**src/rtl/morse_rx_timed.sv**
```systemverilog
// Morse receiver: one counter times presses and gaps, emits character and word-gap strobes.
// Optional glitch filter enabled by defining MORSE_RX_GLITCH_FILTER_EN.
module morse_rx_timed #(
    parameter int MAX_SYMS      = 6,
    parameter int CNT_W         = 28,
    parameter int DASH_CYC      = 25_000_000,
    parameter int INTER_CYC     = 50_000_000,
    parameter int WORD_CYC      = 150_000_000,
    parameter int MIN_PRESS_CYC = 1_000_000
) (
    input  logic                            clk_100MHz,
    input  logic                            reset,
    input  logic                            user_btn,
    output logic [MAX_SYMS-1:0]             char_data,
    output logic [$clog2(MAX_SYMS+1)-1:0]   char_len,
    output logic                            char_valid,
    output logic                            char_err,
    output logic                            word_valid,
    output logic                            busy
);

    localparam int LEN_W = $clog2(MAX_SYMS + 1);

`ifdef MORSE_RX_GLITCH_FILTER_EN
    localparam int KEEP_MIN = MIN_PRESS_CYC;
`else
    // Every press holds cnt >= 1, so a minimum of 1 keeps every press.
    localparam int KEEP_MIN = 1 + 0 * MIN_PRESS_CYC;
`endif

    localparam logic [CNT_W-1:0] DASH_C  = CNT_W'(DASH_CYC);
    localparam logic [CNT_W-1:0] INTER_C = CNT_W'(INTER_CYC - 1);
    localparam logic [CNT_W-1:0] WORD_C  = CNT_W'(WORD_CYC - 1);
    localparam logic [CNT_W-1:0] KEEP_C  = CNT_W'(KEEP_MIN);
    localparam logic [CNT_W-1:0] ONE_C   = CNT_W'(1);
    localparam logic [LEN_W-1:0] FULL_L  = LEN_W'(MAX_SYMS);

    typedef enum logic [1:0] {IDLE, PRESS, GAP, WGAP} state_t;

    state_t              state, state_n;
    logic [CNT_W-1:0]    cnt, cnt_n;
    logic [MAX_SYMS-1:0] sym, sym_n;
    logic [LEN_W-1:0]    len, len_n;
    logic                ovf, ovf_n;
    logic                char_fire, word_fire;
    logic                is_dash, keep;

    assign busy = (state != IDLE);

    always_comb begin
        state_n   = state;
        cnt_n     = cnt;
        sym_n     = sym;
        len_n     = len;
        ovf_n     = ovf;
        char_fire = 1'b0;
        word_fire = 1'b0;
        is_dash   = (cnt >= DASH_C);
        keep      = (cnt >= KEEP_C);
        case (state)
            IDLE: begin
                cnt_n = '0;
                if (user_btn) begin
                    state_n = PRESS;
                    cnt_n   = ONE_C;
                end
            end
            PRESS: begin
                if (user_btn) begin
                    if (cnt < DASH_C) cnt_n = cnt + ONE_C;
                end else if (keep) begin
                    if (len == FULL_L) begin
                        ovf_n = 1'b1;
                    end else begin
                        for (int i = 0; i < MAX_SYMS; i++)
                            if (len == LEN_W'(i)) sym_n[i] = is_dash;
                        len_n = len + LEN_W'(1);
                    end
                    state_n = GAP;
                    cnt_n   = ONE_C;
                end else if (len != '0 || ovf) begin
                    state_n = GAP;
                    cnt_n   = ONE_C;
                end else begin
                    state_n = IDLE;
                    cnt_n   = '0;
                end
            end
            GAP: begin
                if (user_btn) begin
                    state_n = PRESS;
                    cnt_n   = ONE_C;
                end else begin
                    cnt_n = cnt + ONE_C;
                    // This low sample is the INTER_CYC-th since release.
                    if (cnt == INTER_C) begin
                        char_fire = 1'b1;
                        sym_n     = '0;
                        len_n     = '0;
                        ovf_n     = 1'b0;
                        state_n   = WGAP;
                    end
                end
            end
            WGAP: begin
                if (user_btn) begin
                    state_n = PRESS;
                    cnt_n   = ONE_C;
                end else if (cnt == WORD_C) begin
                    word_fire = 1'b1;
                    state_n   = IDLE;
                    cnt_n     = '0;
                end else begin
                    cnt_n = cnt + ONE_C;
                end
            end
            default: begin
                state_n = IDLE;
                cnt_n   = '0;
            end
        endcase
    end

    always_ff @(posedge clk_100MHz) begin
        if (reset) begin
            state      <= IDLE;
            cnt        <= '0;
            sym        <= '0;
            len        <= '0;
            ovf        <= 1'b0;
            char_data  <= '0;
            char_len   <= '0;
            char_err   <= 1'b0;
            char_valid <= 1'b0;
            word_valid <= 1'b0;
        end else begin
            state      <= state_n;
            cnt        <= cnt_n;
            sym        <= sym_n;
            len        <= len_n;
            ovf        <= ovf_n;
            char_valid <= char_fire;
            word_valid <= word_fire;
            if (char_fire) begin
                char_data <= sym;
                char_len  <= len;
                char_err  <= ovf;
            end
        end
    end

endmodule
```
**config.mk**
```make
export PLATFORM = sky130hd
export DESIGN_NAME = morse_rx_timed
export DESIGN_NICKNAME = d
export VERILOG_FILES = /design/src/rtl/morse_rx_timed.sv
export SDC_FILE = /design/constraint.sdc
export NUM_CORES = 1
export LEC_CHECK = 0
export ABC_AREA = 1
export CAP_MARGIN = 20
export CORE_ASPECT_RATIO = 1.2
export CORE_MARGIN = 8
export CORE_UTILIZATION = 40
export DETAILED_ROUTE_END_ITERATION = 8
export GPL_TIMING_DRIVEN = 0
export PLACE_DENSITY = 0.59
export RECOVER_POWER = 50
export SYNTH_ARGS = -nofsm -noshare
export SYNTH_HDL_FRONTEND = slang
export SYNTH_SLANG_ARGS = --single-unit
```
**constraint.sdc**
```tcl
create_clock -name clk_100MHz -period 2.4 [get_ports clk_100MHz]
set_input_delay 0.36 -clock clk_100MHz [delete_from_list [all_inputs] [get_ports clk_100MHz]]
set_output_delay 0.36 -clock clk_100MHz [all_outputs]
set_load 0.005 [all_outputs]
```
==> impl_table.tex, run 1 <==
\begin{tabular}{lr}
\hline
Metric & Value \\
\hline
\multicolumn{2}{l}{\textbf{Drt}} \\
First DRT Iteration DRCs & 198 \\
DRT Pass-1 Iters & 4 \\
Total via count in the routed design & roughly 3100 \\
Vias per inst & 5.08 \\
Antenna-violating nets left & 0 \\
WL final & between 8000 and 9000 um \\
Routed length per placed instance & 13.7 um \\
Residual DRC & 0 \\
\multicolumn{2}{l}{\textbf{STA}} \\
Slew at the pin closest to its max-slew limit & 0.552 ns \\
Setup TNS after final layout & 0 ns \\
Hold violation total from the final report & 0 \\
Tightest slew margin relative to the limit & 0.629 \\
Timing-limited maximum frequency & around 470 MHz \\
Post-layout minimum cycle time & 2.14 ns \\
Setup skew after layout & around 0.011 ns \\
Final worst path period share & 0.891 \\
Unrepaired setup endpoints after global routing & no \\
Max-slew violation count & 0 \\
Setup Viol. Count Final & 0 \\
\multicolumn{2}{l}{\textbf{Layout}} \\
Fin nets & 526 \\
Register Area & 1040 um2 \\
Most common library cell in the layout ignoring fill and taps & sky130\_fd\_sc\_hd\_\_nand2\_1 \\
Area occupied by multi-input gates & approximately 1800 um2 \\
Highest-count cells in the layout ignoring fill and taps & 107 x sky130\_fd\_sc\_hd\_\_nand2\_1, 94 x sky130\_fd\_sc\_hd\_\_nor2\_1, 54 x sky130\_fd\_sc\_hd\_\_inv\_1 \\
Post-Route Utilization & 0.457 \\
Layout filler cell count & 807 \\
Syn-to-layout area delta & 10.8\% \\
Final non-filler cell total & 607 \\
Antenna cells & 0 \\
Share of layout cells above drive strength 1 & 0.0932 \\
\multicolumn{2}{l}{\textbf{Yosys}} \\
Synth area leaders & sky130\_fd\_sc\_hd\_\_dfxtp\_1 33\%, sky130\_fd\_sc\_hd\_\_nand2\_1 13\%, sky130\_fd\_sc\_hd\_\_nor2\_1 11\% \\
Synthesis-stage register bit count & 52 \\
Mean area per synthesized cell & 6.41 um2 \\
Cell Area, Synth & 3160 um2 \\
Cells after Synth & about 490 \\
Area share of the largest cell type after synthesis & 0.329 \\
Proportion of synthesized chip area in sequential cells & 0.329 \\
Largest area contributor in the netlist & sky130\_fd\_sc\_hd\_\_dfxtp\_1 \\
Synth Net Count & 505 \\
Synth warnings & 0 \\
Unique cell type count in the Yosys netlist & 38 \\
\multicolumn{2}{l}{\textbf{Floorplanning}} \\
Die Height & 113 um \\
Core box area & $\sim$7700 um2 \\
Top Ports & 16 \\
Die area & between 10000 and 15000 um2 \\
Number of rows in the core area & 35 \\
Effective utilization at floorplan & 0.412 \\
Die boundary width & 97.1 um \\
\multicolumn{2}{l}{\textbf{CTS}} \\
Sink count of the clock tree & 52 \\
Total CTS buffers & 5 \\
H-tree levels & 2 \\
CTS tree & done \\
Clock-pin slew on the worst setup and hold paths & between 0.1 and 0.15 ns \\
Setup repair bufs after CTS & 0 \\
Hold-fix buffer count after cts & 0 \\
Number of gates resized after CTS & 0 \\
Buffers from clock root to sink, at most & 2 \\
Latest clock arrival within the worst-skew pair & 0.31 ns \\
Root Buffer & sky130\_fd\_sc\_hd\_\_clkbuf\_8 \\
\multicolumn{2}{l}{\textbf{Setup path}} \\
Kind of start point of the critical path & flip-flop \\
Nature of the critical path endpoint & flip-flop \\
Data arrival, critical path & $\sim$2.3 ns \\
Critical Path Source & cnt[6] \\
Crit Path Category & reg -> reg \\
Critical register-to-register path startpoint & cnt[6] \\
Crit-path max FO & 10 \\
Crit path required time & 2.60 ns \\
Minimum setup slack among reg-to-reg paths & 0.26 ns \\
\multicolumn{2}{l}{\textbf{Hold path}} \\
Hold Startpoint & reset \\
Class of the most critical hold timing path & in -> reg \\
\multicolumn{2}{l}{\textbf{GRT}} \\
Total Routing Usage GR & 0.155 \\
Total congestion overflow after global routing & 0 \\
Initial antenna violation count & 0 \\
Maximum number of pins on one net before global-route repair & 19 \\
First-pass GRT wire length & 14300 um \\
Number of global-route vias before repair & $\sim$3100 \\
\multicolumn{2}{l}{\textbf{Pwr}} \\
IR Drop Worst-Case VDD & 0.278 mV \\
Pwr dens & 487 nW/um2 \\
Total leakage power & 1.52 nW \\
\multicolumn{2}{l}{\textbf{Placement}} \\
Half-perimeter wire length of the detailed placement result & 6450 um \\
Number of buffer cells added on primary ports & 14 \\
Routability cong. & a little over 0.9 \\
DP Cell Count & 599 \\
\multicolumn{2}{l}{\textbf{Outcome}} \\
Status & finished clean \\
\multicolumn{2}{l}{\textbf{Run}} \\
Number of max-cap violations & 0 \\
\hline
\end{tabular}
Yosys cell counts:
master	instances
sky130_fd_sc_hd__o21ai_0	15
sky130_fd_sc_hd__nand3_1	34
sky130_fd_sc_hd__buf_6	2
sky130_fd_sc_hd__nor4_1	1
sky130_fd_sc_hd__a31oi_1	1
sky130_fd_sc_hd__dfxtp_1	52
sky130_fd_sc_hd__o211ai_1	1
sky130_fd_sc_hd__xor2_1	4
sky130_fd_sc_hd__o221a_2	1
sky130_fd_sc_hd__nand3_4	1
sky130_fd_sc_hd__clkinv_1	2
sky130_fd_sc_hd__buf_2	6
sky130_fd_sc_hd__nor3b_1	1
sky130_fd_sc_hd__nand3b_1	1
sky130_fd_sc_hd__nand2_4	2
sky130_fd_sc_hd__o21ai_1	7
sky130_fd_sc_hd__nand4_1	16
sky130_fd_sc_hd__or2_2	2
sky130_fd_sc_hd__clkinv_2	1
sky130_fd_sc_hd__a21oi_2	2
sky130_fd_sc_hd__nor3_2	2
sky130_fd_sc_hd__nand2_2	5
sky130_fd_sc_hd__buf_1	1
sky130_fd_sc_hd__ha_1	9
sky130_fd_sc_hd__nor3_1	19
sky130_fd_sc_hd__o2111ai_1	2
sky130_fd_sc_hd__clkbuf_1	1
sky130_fd_sc_hd__nor2_2	6
sky130_fd_sc_hd__a21oi_1	28
sky130_fd_sc_hd__inv_2	7
sky130_fd_sc_hd__nand2_1	106
sky130_fd_sc_hd__inv_1	54
sky130_fd_sc_hd__nand2b_1	1
sky130_fd_sc_hd__nor2_4	4
sky130_fd_sc_hd__o31ai_1	1
sky130_fd_sc_hd__nor3_4	1
sky130_fd_sc_hd__nor2_1	93
sky130_fd_sc_hd__nand3_2	1
worst paths after layout:
path,cells past startpoint,end
hold reg to reg,2,sym[4]
setup reg to reg,10,cnt[10]
setup / recovery,10,cnt[10]
hold / removal,2,char_valid
through the flow:
stage	total power, mW	setup WS (ns)	hold slack (ns)	area, um2
6_report	1.70	0.262	0.469	3500
5_1_grt	1.80	0.0641	0.498	3500
4_1_cts	1.73	0.309	0.486	3510
3_5_place_dp	1.18	0.0589	0.478	3420
3_3_place_gp	1.18	0.0501	0.473	3420
2_1_floorplan	1.12	0.665	0.437	3160
area by class of cell:
cell class | count | share of cell area
Buffer | 10 | 0.0172
Tap cell | 92 | 0.0329
Clock inverter | 3 | 0.00751
Inverter | 64 | 0.0690
Sequential cell | 52 | 0.297
Multi-Input combinational cell | 367 | 0.516
Clock buffer | 5 | 0.0197
Timing Repair Buffer | 14 | 0.0400
layer usage:
| layer | global-route usage | part of all wire | vias to the layer above | wire length, um |
|---|---|---|---|---|
| met5 | 0 | 0 | - | 0 |
| met4 | 0.0658 | 0.026 | 0 | 217 |
| met3 | 0.0224 | 0.028 | 15 | 229 |
| met2 | 0.297 | 0.51 | 63 | 4210 |
| met1 | 0.163 | 0.44 | 1378 | 3640 |
| li1 | - | - | 1626 | - |
worst max-delay path: stages (launching register included):
cell and delay (ns):
sky130_fd_sc_hd__dfxtp_1 0.38, sky130_fd_sc_hd__inv_1 0.10, sky130_fd_sc_hd__nand2_1 0.09, sky130_fd_sc_hd__o21ai_0 0.17, sky130_fd_sc_hd__nand2_1 0.07, sky130_fd_sc_hd__nand4_1 0.07, sky130_fd_sc_hd__nand2_1 0.10, sky130_fd_sc_hd__nand2_1 0.26
sky130_fd_sc_hd__clkinv_1 0.40, sky130_fd_sc_hd__o21ai_0 0.31, sky130_fd_sc_hd__a21oi_2 0.07
state kept, by name, summed over array words and instances, names as in the netlist:
name / flops
word_valid: 1
char_data: 6
char_valid: 1
ovf: 1
state: 2
sym: 6
len: 3
cnt: 28
char_err: 1
char_len: 3
cells by family (layout without fill, tap and decap cells):
logic type,count (synthesis),count (layout),synth area share
simple gates,296,296,0.428
buf+inv,74,96,0.0954
compound gates,58,58,0.101
flops,52,52,0.329
fa+ha+maj,9,9,0.0356
xor+xnor,4,4,0.0111
report_power, final:
part | total, mW | internal [mW] | switching [mW]
Combinational | 0.245 | 0.0858 | 0.159
Sequential | 0.914 | 0.888 | 0.0267
Clock | 0.546 | 0.216 | 0.330
Note: power is estimated with default switching activity, not from simulation.
==> run 2: changes to the inputs <==
--- a/config.mk
+++ b/config.mk
@@ -12,6 +12,7 @@
 export CORE_UTILIZATION = 40
 export DETAILED_ROUTE_END_ITERATION = 8
 export GPL_TIMING_DRIVEN = 0
+export MAX_ROUTING_LAYER = met4
 export PLACE_DENSITY = 0.59
 export RECOVER_POWER = 50
 export SYNTH_ARGS = -nofsm -noshare
==> run 2 against run 1 <==
Power increased by 0.12%. Design area up 0.14%. Worst hold slack gained 0.0026 ns. Global-route usage increased by 0.37 points. Clock-buffer cell count unchanged. Fmax is 1.9% lower. Critical endpoint unchanged. Largest power group unchanged. Worst setup slack lost 0.042 ns. Combinational power about the same.
==> impl_table.tex, run 2 (synthesized netlist as in run 1, its figures left out) <==
\begin{tabular}{lr}
\hline
Metric & Value \\
\hline
\multicolumn{2}{l}{\textbf{Setup path}} \\
Crit-path max FO & 10 \\
Crit Path Category & reg -> reg \\
Nature of the critical path endpoint & flip-flop \\
Data arrival, critical path & 2.38 ns \\
Cell with the largest stage delay on the worst path & sky130\_fd\_sc\_hd\_\_clkinv\_1 \\
Crit path required time & roughly 2.6 ns \\
Kind of start point of the critical path & flip-flop \\
Crit-path max cell delay & 0.41 ns \\
Chain of cells forming the critical path & inv\_1 -> nand2\_1 -> o21ai\_0 -> nand2\_1 -> nand4\_1 -> nand2\_1 -> nand2\_1 -> clkinv\_1 -> o21ai\_0 -> a21oi\_2 \\
Critical Path Most Common Cell & sky130\_fd\_sc\_hd\_\_nand2\_1 \\
\multicolumn{2}{l}{\textbf{STA}} \\
Worst hold slack & around 0.47 ns \\
Unrepaired setup endpoints after global routing & no \\
Tightest slew margin relative to the limit & 0.614 \\
Slew at the pin closest to its max-slew limit & 0.575 ns \\
Timing-limited maximum frequency & 459 MHz \\
Setup skew after layout & 0.0144 ns \\
Setup TNS after final layout & 0 ns \\
Final worst path period share & 0.908 \\
Max-slew violation count & 0 \\
Post-layout minimum cycle time & 2.18 ns \\
Hold violation total from the final report & 0 \\
Setup Viol. Count Final & 0 \\
\multicolumn{2}{l}{\textbf{Floorplanning}} \\
Effective utilization at floorplan & 0.412 \\
Core box area & 7660 um2 \\
Top Ports & 16 \\
Die boundary width & 97.1 um \\
Die Height & approximately 110 um \\
Die area & 11000 um2 \\
Number of rows in the core area & 35 \\
\multicolumn{2}{l}{\textbf{Pwr}} \\
Pwr dens & between 400 and 500 nW/um2 \\
IR Drop Worst-Case VDD & between 0.2 and 0.3 mV \\
Total leakage power & 1.52 nW \\
\multicolumn{2}{l}{\textbf{CTS}} \\
Clock-pin slew on the worst setup and hold paths & 0.11 ns \\
CTS tree & done \\
Hold-fix buffer count after cts & 0 \\
H-tree levels & 2 \\
Number of gates resized after CTS & 0 \\
Setup repair bufs after CTS & 0 \\
Sink count of the clock tree & 52 \\
Total CTS buffers & 5 \\
Root Buffer & sky130\_fd\_sc\_hd\_\_clkbuf\_8 \\
Buffers from clock root to sink, at most & 2 \\
Latest clock arrival within the worst-skew pair & 0.31 ns \\
\multicolumn{2}{l}{\textbf{GRT}} \\
GR met1 Demand/Resource & 0.171 \\
Met2 layer usage reported by global route & 0.288 \\
Met3 capacity usage during global routing & 0.0206 \\
Total Routing Usage GR & 0.158 \\
First-pass GRT wire length & 14200 um \\
Maximum number of pins on one net before global-route repair & 19 \\
Initial antenna violation count & 0 \\
Total congestion overflow after global routing & 0 \\
Most congested layer reported by global routing & met2 \\
Number of global-route vias before repair & 3046 \\
\multicolumn{2}{l}{\textbf{Hold path}} \\
Class of the most critical hold timing path & in -> reg \\
\multicolumn{2}{l}{\textbf{Layout}} \\
Antenna cells & 0 \\
Layout filler cell count & between 800 and 900 \\
Number of flip-flops in the largest register & 28 \\
Syn-to-layout area delta & 10.9\% \\
Most common library cell in the layout ignoring fill and taps & sky130\_fd\_sc\_hd\_\_nand2\_1 \\
Most flop-heavy register & cnt \\
Highest-count cells in the layout ignoring fill and taps & 107 x sky130\_fd\_sc\_hd\_\_nand2\_1, 94 x sky130\_fd\_sc\_hd\_\_nor2\_1, 54 x sky130\_fd\_sc\_hd\_\_inv\_1 \\
Largest registers & cnt: 28 flops, char\_data: 6 flops, sym: 6 flops \\
Share of layout cells above drive strength 1 & 0.0951 \\
Fin nets & 526 \\
\multicolumn{2}{l}{\textbf{Drt}} \\
DRT Pass-1 Iters & 4 \\
First DRT Iteration DRCs & 143 \\
Antenna-violating nets left & 0 \\
WL final & 8460 um \\
Routed length per placed instance & 13.9 um \\
Residual DRC & 0 \\
Total via count in the routed design & 3091 \\
Vias per inst & 5.09 \\
\multicolumn{2}{l}{\textbf{Run}} \\
Number of max-cap violations & 0 \\
\multicolumn{2}{l}{\textbf{Placement}} \\
Half-perimeter wire length of the detailed placement result & 6490 um \\
Routability cong. & 0.936 \\
Number of buffer cells added on primary ports & 14 \\
\multicolumn{2}{l}{\textbf{Outcome}} \\
Status & finished clean \\
\hline
\end{tabular}
run 2: cell type report:
| cell class | instances | area, um2 | share of cell area |
|---|---|---|---|
| Buffer | 10 | 60.1 | 0.0171 |
| Clock buffer | 5 | 68.8 | 0.0196 |
| Clock inverter | 3 | 26.3 | 0.00749 |
| Inverter | 64 | 241 | 0.0689 |
| Multi-Input combinational cell | 367 | 1810 | 0.517 |
| Sequential cell | 52 | 1040 | 0.297 |
| Tap cell | 92 | 115 | 0.0328 |
| Timing Repair Buffer | 14 | 140 | 0.0400 |
run 2: worst max-delay path, delay by kind of cell, from the launching register on:
kind	cells	cell delay [ns]
AOI/OAI and AO/OA	3	0.57
buffers and inverters	2	0.53
and+or+nand+nor	5	0.64
DFF	1	0.32
run 2: layer usage:
metal	vias to the layer above	wire length, um
li1	1628	-
met1	1393	3780
met2	51	4280
met3	19	186
met4	0	214
met5	-	0
run 2: worst paths after layout:
kind | from | slack [ns] | cells past startpoint | end
worst max-delay path | cnt[7] | 0.22 | 10 | cnt[10]
worst min-delay path | reset | 0.47 | 2 | char_valid
worst max register to register | cnt[7] | 0.22 | 10 | cnt[10]
worst min register to register | sym[4] | 0.49 | 2 | sym[4]
run 2: power breakdown:
group / internal (mW) / switching [mW]
Sequential: 0.888 / 0.0287
Clock: 0.216 / 0.328
Combinational: 0.0862 / 0.161
run 2: metrics by stage:
step | power [mW] | utilization | instances | instance area [um2] | setup WS, ns
after detailed placement | 1.18 | 0.446 | 599 | 3420 | 0.0445
after global placement | 1.18 | 0.446 | 599 | 3420 | 0.0504
final | 1.71 | 0.457 | 607 | 3510 | 0.220
after global routing | 1.81 | 0.457 | 607 | 3510 | 0.0212
after floorplan | 1.12 | - | 493 | 3160 | 0.665
after CTS | 1.73 | 0.458 | 607 | 3510 | 0.282
